===== src/rtl/multi_tick_gen_if.sv =====
// Config write channel for multi_tick_gen.
// Carries the valid/ready handshake, channel index, divisor and mode.
interface multi_tick_gen_if #(
  parameter int NUM_CH = 2,
  parameter int DIV_W  = 26,
  parameter int CH_W   = (NUM_CH > 1) ? $clog2(NUM_CH) : 1
);
  logic             cfg_valid;
  logic             cfg_ready;
  logic [CH_W-1:0]  cfg_ch;
  logic [DIV_W-1:0] cfg_div;
  logic             cfg_oneshot;

  modport master (
    output cfg_valid,
    output cfg_ch,
    output cfg_div,
    output cfg_oneshot,
    input  cfg_ready
  );

  modport slave (
    input  cfg_valid,
    input  cfg_ch,
    input  cfg_div,
    input  cfg_oneshot,
    output cfg_ready
  );
endinterface


===== src/rtl/multi_tick_gen.sv =====
// Multi-channel programmable tick generator.
// Periodic or one-shot single-cycle enables with shadowed divisors.
module multi_tick_gen #(
  parameter int NUM_CH      = 2,
  parameter int DIV_W       = 26,
  parameter int DEFAULT_DIV = 50_000_000
) (
  input  logic              clk,
  input  logic              rst_n,
  input  logic [NUM_CH-1:0] ch_en,
  input  logic              sync,
  multi_tick_gen_if.slave   cfg,
  output logic [NUM_CH-1:0] tick,
  output logic [NUM_CH-1:0] armed
);

  localparam int CH_W =
    (NUM_CH > 1) ? $clog2(NUM_CH) : 1;
  localparam logic [DIV_W-1:0] DEF_DIV =
    DIV_W'(DEFAULT_DIV);
  localparam logic [DIV_W-1:0] ONE =
    DIV_W'(1);

  logic [NUM_CH-1:0] pending;

  // Out-of-range channel indices are accepted and dropped.
  always_comb begin
    cfg.cfg_ready = 1'b1;
    for (int i = 0; i < NUM_CH; i++) begin
      if (cfg.cfg_ch == CH_W'(i))
        cfg.cfg_ready = !pending[i];
    end
  end

  for (genvar g = 0; g < NUM_CH; g++) begin : g_ch
    logic [DIV_W-1:0] cnt_q;
    logic [DIV_W-1:0] div_q;
    logic [DIV_W-1:0] sh_div_q;
    logic             os_q;
    logic             sh_os_q;
    logic             pend_q;
    logic             tick_q;
    logic             armed_q;
    logic             acc;
    logic             run;
    logic             tc;
    logic             direct;
    logic             sh_ld;

    always_comb begin
      acc = cfg.cfg_valid & cfg.cfg_ready &
            (cfg.cfg_ch == CH_W'(g));
      run = ch_en[g] & (div_q != '0) &
            !(os_q & !armed_q);
      tc  = run & (cnt_q == div_q - ONE);
      // Anything not mid-period takes the write at once.
      direct = acc & (!run | sync | tc);
      sh_ld  = pend_q & (!ch_en[g] | sync | tc);
    end

    always_ff @(posedge clk or negedge rst_n) begin
      if (!rst_n) begin
        cnt_q    <= '0;
        div_q    <= DEF_DIV;
        os_q     <= 1'b0;
        sh_div_q <= '0;
        sh_os_q  <= 1'b0;
        pend_q   <= 1'b0;
        tick_q   <= 1'b0;
        armed_q  <= 1'b1;
      end else begin
        tick_q <= tc;
        if (run & !sync & !tc)
          cnt_q <= cnt_q + ONE;
        else
          cnt_q <= '0;

        if (direct) begin
          div_q <= cfg.cfg_div;
          os_q  <= cfg.cfg_oneshot;
        end else if (sh_ld) begin
          div_q <= sh_div_q;
          os_q  <= sh_os_q;
        end

        if (acc & !direct) begin
          sh_div_q <= cfg.cfg_div;
          sh_os_q  <= cfg.cfg_oneshot;
          pend_q   <= 1'b1;
        end else if (sh_ld) begin
          pend_q   <= 1'b0;
        end

        if (!ch_en[g] | sync | direct | sh_ld)
          armed_q <= 1'b1;
        else if (tc & os_q)
          armed_q <= 1'b0;
      end
    end

    assign pending[g] = pend_q;
    assign tick[g]    = tick_q;
    assign armed[g]   = armed_q;
  end

endmodule


===== src/flat_wrapper.sv =====
// flat-port wrapper written by rule: the top's interface ports become plain ports
module multi_tick_gen_flat 
#(
  parameter int NUM_CH      = 2,
  parameter int DIV_W       = 26,
  parameter int DEFAULT_DIV = 50_000_000
)
  (clk, rst_n, ch_en, sync, tick, armed, cfg_cfg_valid, cfg_cfg_ch, cfg_cfg_div, cfg_cfg_oneshot, cfg_cfg_ready);
  multi_tick_gen_if #(.NUM_CH(NUM_CH), .DIV_W(DIV_W)) cfg_i ();
  input  logic clk;
  input  logic rst_n;
  input  logic [NUM_CH-1:0] ch_en;
  input  logic sync;
  output logic [NUM_CH-1:0] tick;
  output logic [NUM_CH-1:0] armed;
  input wire logic [$bits(cfg_i.cfg_valid)-1:0] cfg_cfg_valid;
  input wire logic [$bits(cfg_i.cfg_ch)-1:0] cfg_cfg_ch;
  input wire logic [$bits(cfg_i.cfg_div)-1:0] cfg_cfg_div;
  input wire logic [$bits(cfg_i.cfg_oneshot)-1:0] cfg_cfg_oneshot;
  output wire logic [$bits(cfg_i.cfg_ready)-1:0] cfg_cfg_ready;
  assign cfg_i.cfg_valid = cfg_cfg_valid;
  assign cfg_i.cfg_ch = cfg_cfg_ch;
  assign cfg_i.cfg_div = cfg_cfg_div;
  assign cfg_i.cfg_oneshot = cfg_cfg_oneshot;
  assign cfg_cfg_ready = cfg_i.cfg_ready;
  multi_tick_gen #(.NUM_CH(NUM_CH), .DIV_W(DIV_W), .DEFAULT_DIV(DEFAULT_DIV)) u_core (.clk(clk), .rst_n(rst_n), .ch_en(ch_en), .sync(sync), .cfg(cfg_i), .tick(tick), .armed(armed));
endmodule

===== config.mk =====
export PLATFORM = sky130hd
export DESIGN_NAME = multi_tick_gen_flat
export DESIGN_NICKNAME = d
export VERILOG_FILES = /design/src/rtl/multi_tick_gen_if.sv /design/src/rtl/multi_tick_gen.sv /design/src/flat_wrapper.sv
export SDC_FILE = /design/constraint.sdc
export NUM_CORES = 1
export LEC_CHECK = 0
export CORE_MARGIN = 4
export CORE_UTILIZATION = 49
export CTS_BUF_LIST = sky130_fd_sc_hd__clkbuf_8 sky130_fd_sc_hd__clkbuf_16
export CTS_CLUSTER_DIAMETER = 40
export DETAILED_ROUTE_END_ITERATION = 8
export PLACE_DENSITY = 0.66
export SLEW_MARGIN = 10
export SYNTH_ARGS = -nofsm -noshare
export SYNTH_HDL_FRONTEND = slang
export SYNTH_SLANG_ARGS = --single-unit

===== constraint.sdc =====
create_clock -name clk -period 5.81 [get_ports clk]
set_clock_uncertainty 0.05 [all_clocks]
set_input_delay 1.162 -clock clk [delete_from_list [all_inputs] [get_ports clk]]
set_output_delay 1.162 -clock clk [all_outputs]
set_load 0.01 [all_outputs]

==> run summary <==
status = completed
CP max stage cell = nor2_2
Async SR Flop Fraction = 100%
flop2flop setup slack = 1340 ps
Crit. End Element = flip-flop
P&R area growth vs syn = 11.6%
reg2reg path depth = 12
CP Launch Point = u_core.g_ch[1].div_q[0]
RSZ-0062 raised after global routing = no
Seq/Total Area, Yosys = 43.1%
GPL Wtd Cong = 0.946
gr usage total = 20.3%
largest net degree at the start of global routing = 92
row count = 51
Clock H-tree levels = 4
Worst Hold Class = flip-flop to flip-flop
Root Buffer = clkbuf_16
core area = 19500 µm²
slew margin rel. = 22.5%
Starting Density = 49.9%
first-pass GRT wire length = 35700 µm
wire length per cell = 18.1 µm
Final period util = 77.0%
CP Data Arrival Time = 4740 ps
count leader, synth = dfrtp_1
via/cell ratio = 5.67
clock sink total = 166
largest area contributor in the netlist = dfrtp_1
core occupancy in the finished layout = 55.7%
Slew @ Worst Pin = 1160 ps
Hold WS = 445 ps
vias in the first global route = 6699
crit path capture = u_core.g_ch[1].sh_div_q[18]
CP Class = flip-flop to flip-flop
# IOs = 39
fill count = 1679
P_leak = 4.48 nW
Post-Route WL = 21600 µm
mapped cell area = 9710 µm²
Synth Instances = 889
Final Critical Period = 4470 ps
CTS clock-pin slew for the worst setup and hold paths = 70 ps
CP top delay family = simple AND/OR/NAND/NOR gates
Hold Path Depth = 1
CP Launch Type = flip-flop
Post-synth top cells = dfrtp_1, nor2_1, mux2_2, xnor2_1, xor2_1
insertion delay to the later sink of the worst-skew pair = 430 ps
GR Overflow Total = 0
Reg-to-Reg End = u_core.g_ch[1].sh_div_q[18]
nets = 951
Critical path buffers and inverters = 2
TritonCTS clock tree = built
P per Cell Area = 326 nW/µm²
Synth Flop Type = dfrtp_1
cts hold-fix bufs = 0
Die Wd = 149 µm
area of the multi-input gates = 5220 µm²
ranking of synthesized cells by area = dfrtp_1, mux2_2, dfstp_2
Synth warnings = 0
final-report setup violation count = 0
Max Cap Violations = 0
# resized after CTS = 0
die area = 22100 µm²
EDFF count, synth = 0
Final Power = 0.00353 W
n_diodes = 0
DPL Wire Length = 15800 µm
Total Negative Setup Slacks = 0 ps
first drt pass iteration count = 4
DR iter-0 viols = 443
setup bufs post-CTS = 0
FF/Latch Area = 4190 µm²
top cell type's share of synthesized area = 36.1%
Max Freq = 224 MHz
worst-path cell chain = inv_1 > ha_1 > or4b_1 > nor4_4 > a22oi_1 > a211oi_1 > a21oi_1 > nand3_1 > nand2_2 > nor2_2 > buf_4 > mux2_2
Final ANT Viol Nets = 0
Critical Path RT = 6080 ps
Hold Fails Final Rpt = 0
initial antenna violation count = 0
port bufs = 38
die height = 149 µm
layout cell share with drive strength beyond 1 = 22.2%
syn avg cell area = 10.9 µm²
Crit path depth = 12
Reg-to-Reg Start = u_core.g_ch[1].div_q[0]
Post-route DRC = 0
syn_nets = 929
clock buffer depth = 2
Num CTS Buffers = 17
Final Max Tran Viols = 0
Seq cells post-synth = 166
worst vdd ir = 0.211 mV
vias post-DR = 6739
peak per-stage delay on the critical path = 840 ps
Synth cell types = 73
Critical Path Fanout Max = 28
## worst min path at each step
| stage | endpoint | from | slack (ps) |
|---|---|---|---|
| after floorplan | u_core.g_ch[1].sh_div_q[7] | u_core.g_ch[1].sh_div_q[7] | 400 |
| after global placement | u_core.g_ch[1].sh_div_q[8] | u_core.g_ch[1].sh_div_q[8] | 420 |
| after detailed placement | u_core.g_ch[0].sh_div_q[15] | u_core.g_ch[0].sh_div_q[15] | 430 |
| after CTS | u_core.g_ch[0].sh_div_q[13] | u_core.g_ch[0].sh_div_q[13] | 450 |
| after global routing | u_core.g_ch[0].sh_div_q[6] | u_core.g_ch[0].sh_div_q[6] | 470 |
| final | u_core.g_ch[0].sh_div_q[21] | u_core.g_ch[0].sh_div_q[21] | 450 |
## per-stage QoR
| step | instance area (µm²) | cells | worst slack, ps |
|---|---|---|---|
| floorplan | 9710 | 889 | 2320 |
| global placement | 10200 | 1157 | 1310 |
| detailed placement | 10200 | 1157 | 1310 |
| CTS | 10800 | 1189 | 1300 |
| global route | 10800 | 1189 | 1020 |
| finish | 10800 | 1189 | 1340 |
## worst reg2reg max path, cell delays in order (launching register included)
cell and delay [ps]:
dfrtp_1 440, inv_1 110, ha_1 220, or4b_1 550
nor4_4 440, a22oi_1 160, a211oi_1 270, a21oi_1 130
nand3_1 140, nand2_2 340, nor2_2 840, buf_4 320
mux2_2 350
## layout by cell type (no fill, tap or decap), types with 5 or more instances in the layout
master | netlist | final
nor2_1 | 92 | 92
nor2b_1 | 7 | 7
clkbuf_16 | 0 | 17
o31ai_1 | 6 | 6
o21a_1 | 5 | 5
nand2b_1 | 7 | 6
mux2_1 | 24 | 24
a32o_1 | 6 | 6
xor2_1 | 51 | 51
and4_1 | 8 | 8
mux2_2 | 82 | 82
nand4b_1 | 5 | 5
and3_1 | 20 | 20
nor4_1 | 16 | 16
nand2_1 | 33 | 33
or3_1 | 7 | 7
nor4b_1 | 5 | 5
dfstp_2 | 26 | 26
buf_4 | 9 | 6
or4_1 | 7 | 7
o22ai_1 | 5 | 5
clkdlybuf4s50_1 | 0 | 37
mux2_4 | 36 | 36
nand4_1 | 14 | 14
inv_1 | 16 | 16
ha_1 | 6 | 6
o21ai_0 | 12 | 12
a31oi_1 | 5 | 5
xnor2_1 | 59 | 59
nor3_1 | 23 | 23
a21o_1 | 6 | 6
nand3_1 | 36 | 36
mux2i_1 | 9 | 9
a21oi_1 | 17 | 17
dfrtp_1 | 140 | 140
inv_6 | 0 | 5
## kinds of logic after synthesis
| family | after synthesis | share of synthesized area, % |
|---|---|---|
| AOI/OAI and AO/OA | 93 | 7.05 |
| xor gates and xnor gates | 110 | 9.92 |
| adders and majority gates | 6 | 0.773 |
| buffers and inverters | 58 | 3.12 |
| DFF | 166 | 43.1 |
| muxes | 151 | 18.8 |
| and+or+nand+nor | 305 | 17.2 |
## flip-flops by register name (all words and copies together) (netlist names)
register              flops
u_core.g_ch.armed_q       2
u_core.g_ch.cnt_q        52
u_core.g_ch.div_q        52
u_core.g_ch.os_q          2
u_core.g_ch.pend_q        2
u_core.g_ch.sh_div_q     52
u_core.g_ch.sh_os_q       2
u_core.g_ch.tick_q        2
## cell type report
| type | count | area share [%] |
|---|---|---|
| clock buffers | 17 | 3.92 |
| clock inverters | 15 | 1.55 |
| inverters | 16 | 0.554 |
| multi-input cells | 665 | 48.2 |
| flip-flops and latches | 166 | 38.6 |
| well taps | 265 | 3.06 |
| repair buffers | 45 | 4.12 |
## metal layers
layer / wire (µm) / global-route usage [%]
met5: 0 / 0
met3: 691 / 3.16
met4: 491 / 7.05
met2: 10200 / 32.3
met1: 10100 / 28.6
## power breakdown
part	switching, W	internal (W)	total, W
Sequential	0.000230	0.00137	0.00160
Combinational	0.000348	0.000431	0.000779
Clock	0.000505	0.000646	0.00115
Total	0.00108	0.00245	0.00353
Power figures use the tool's default switching activity.
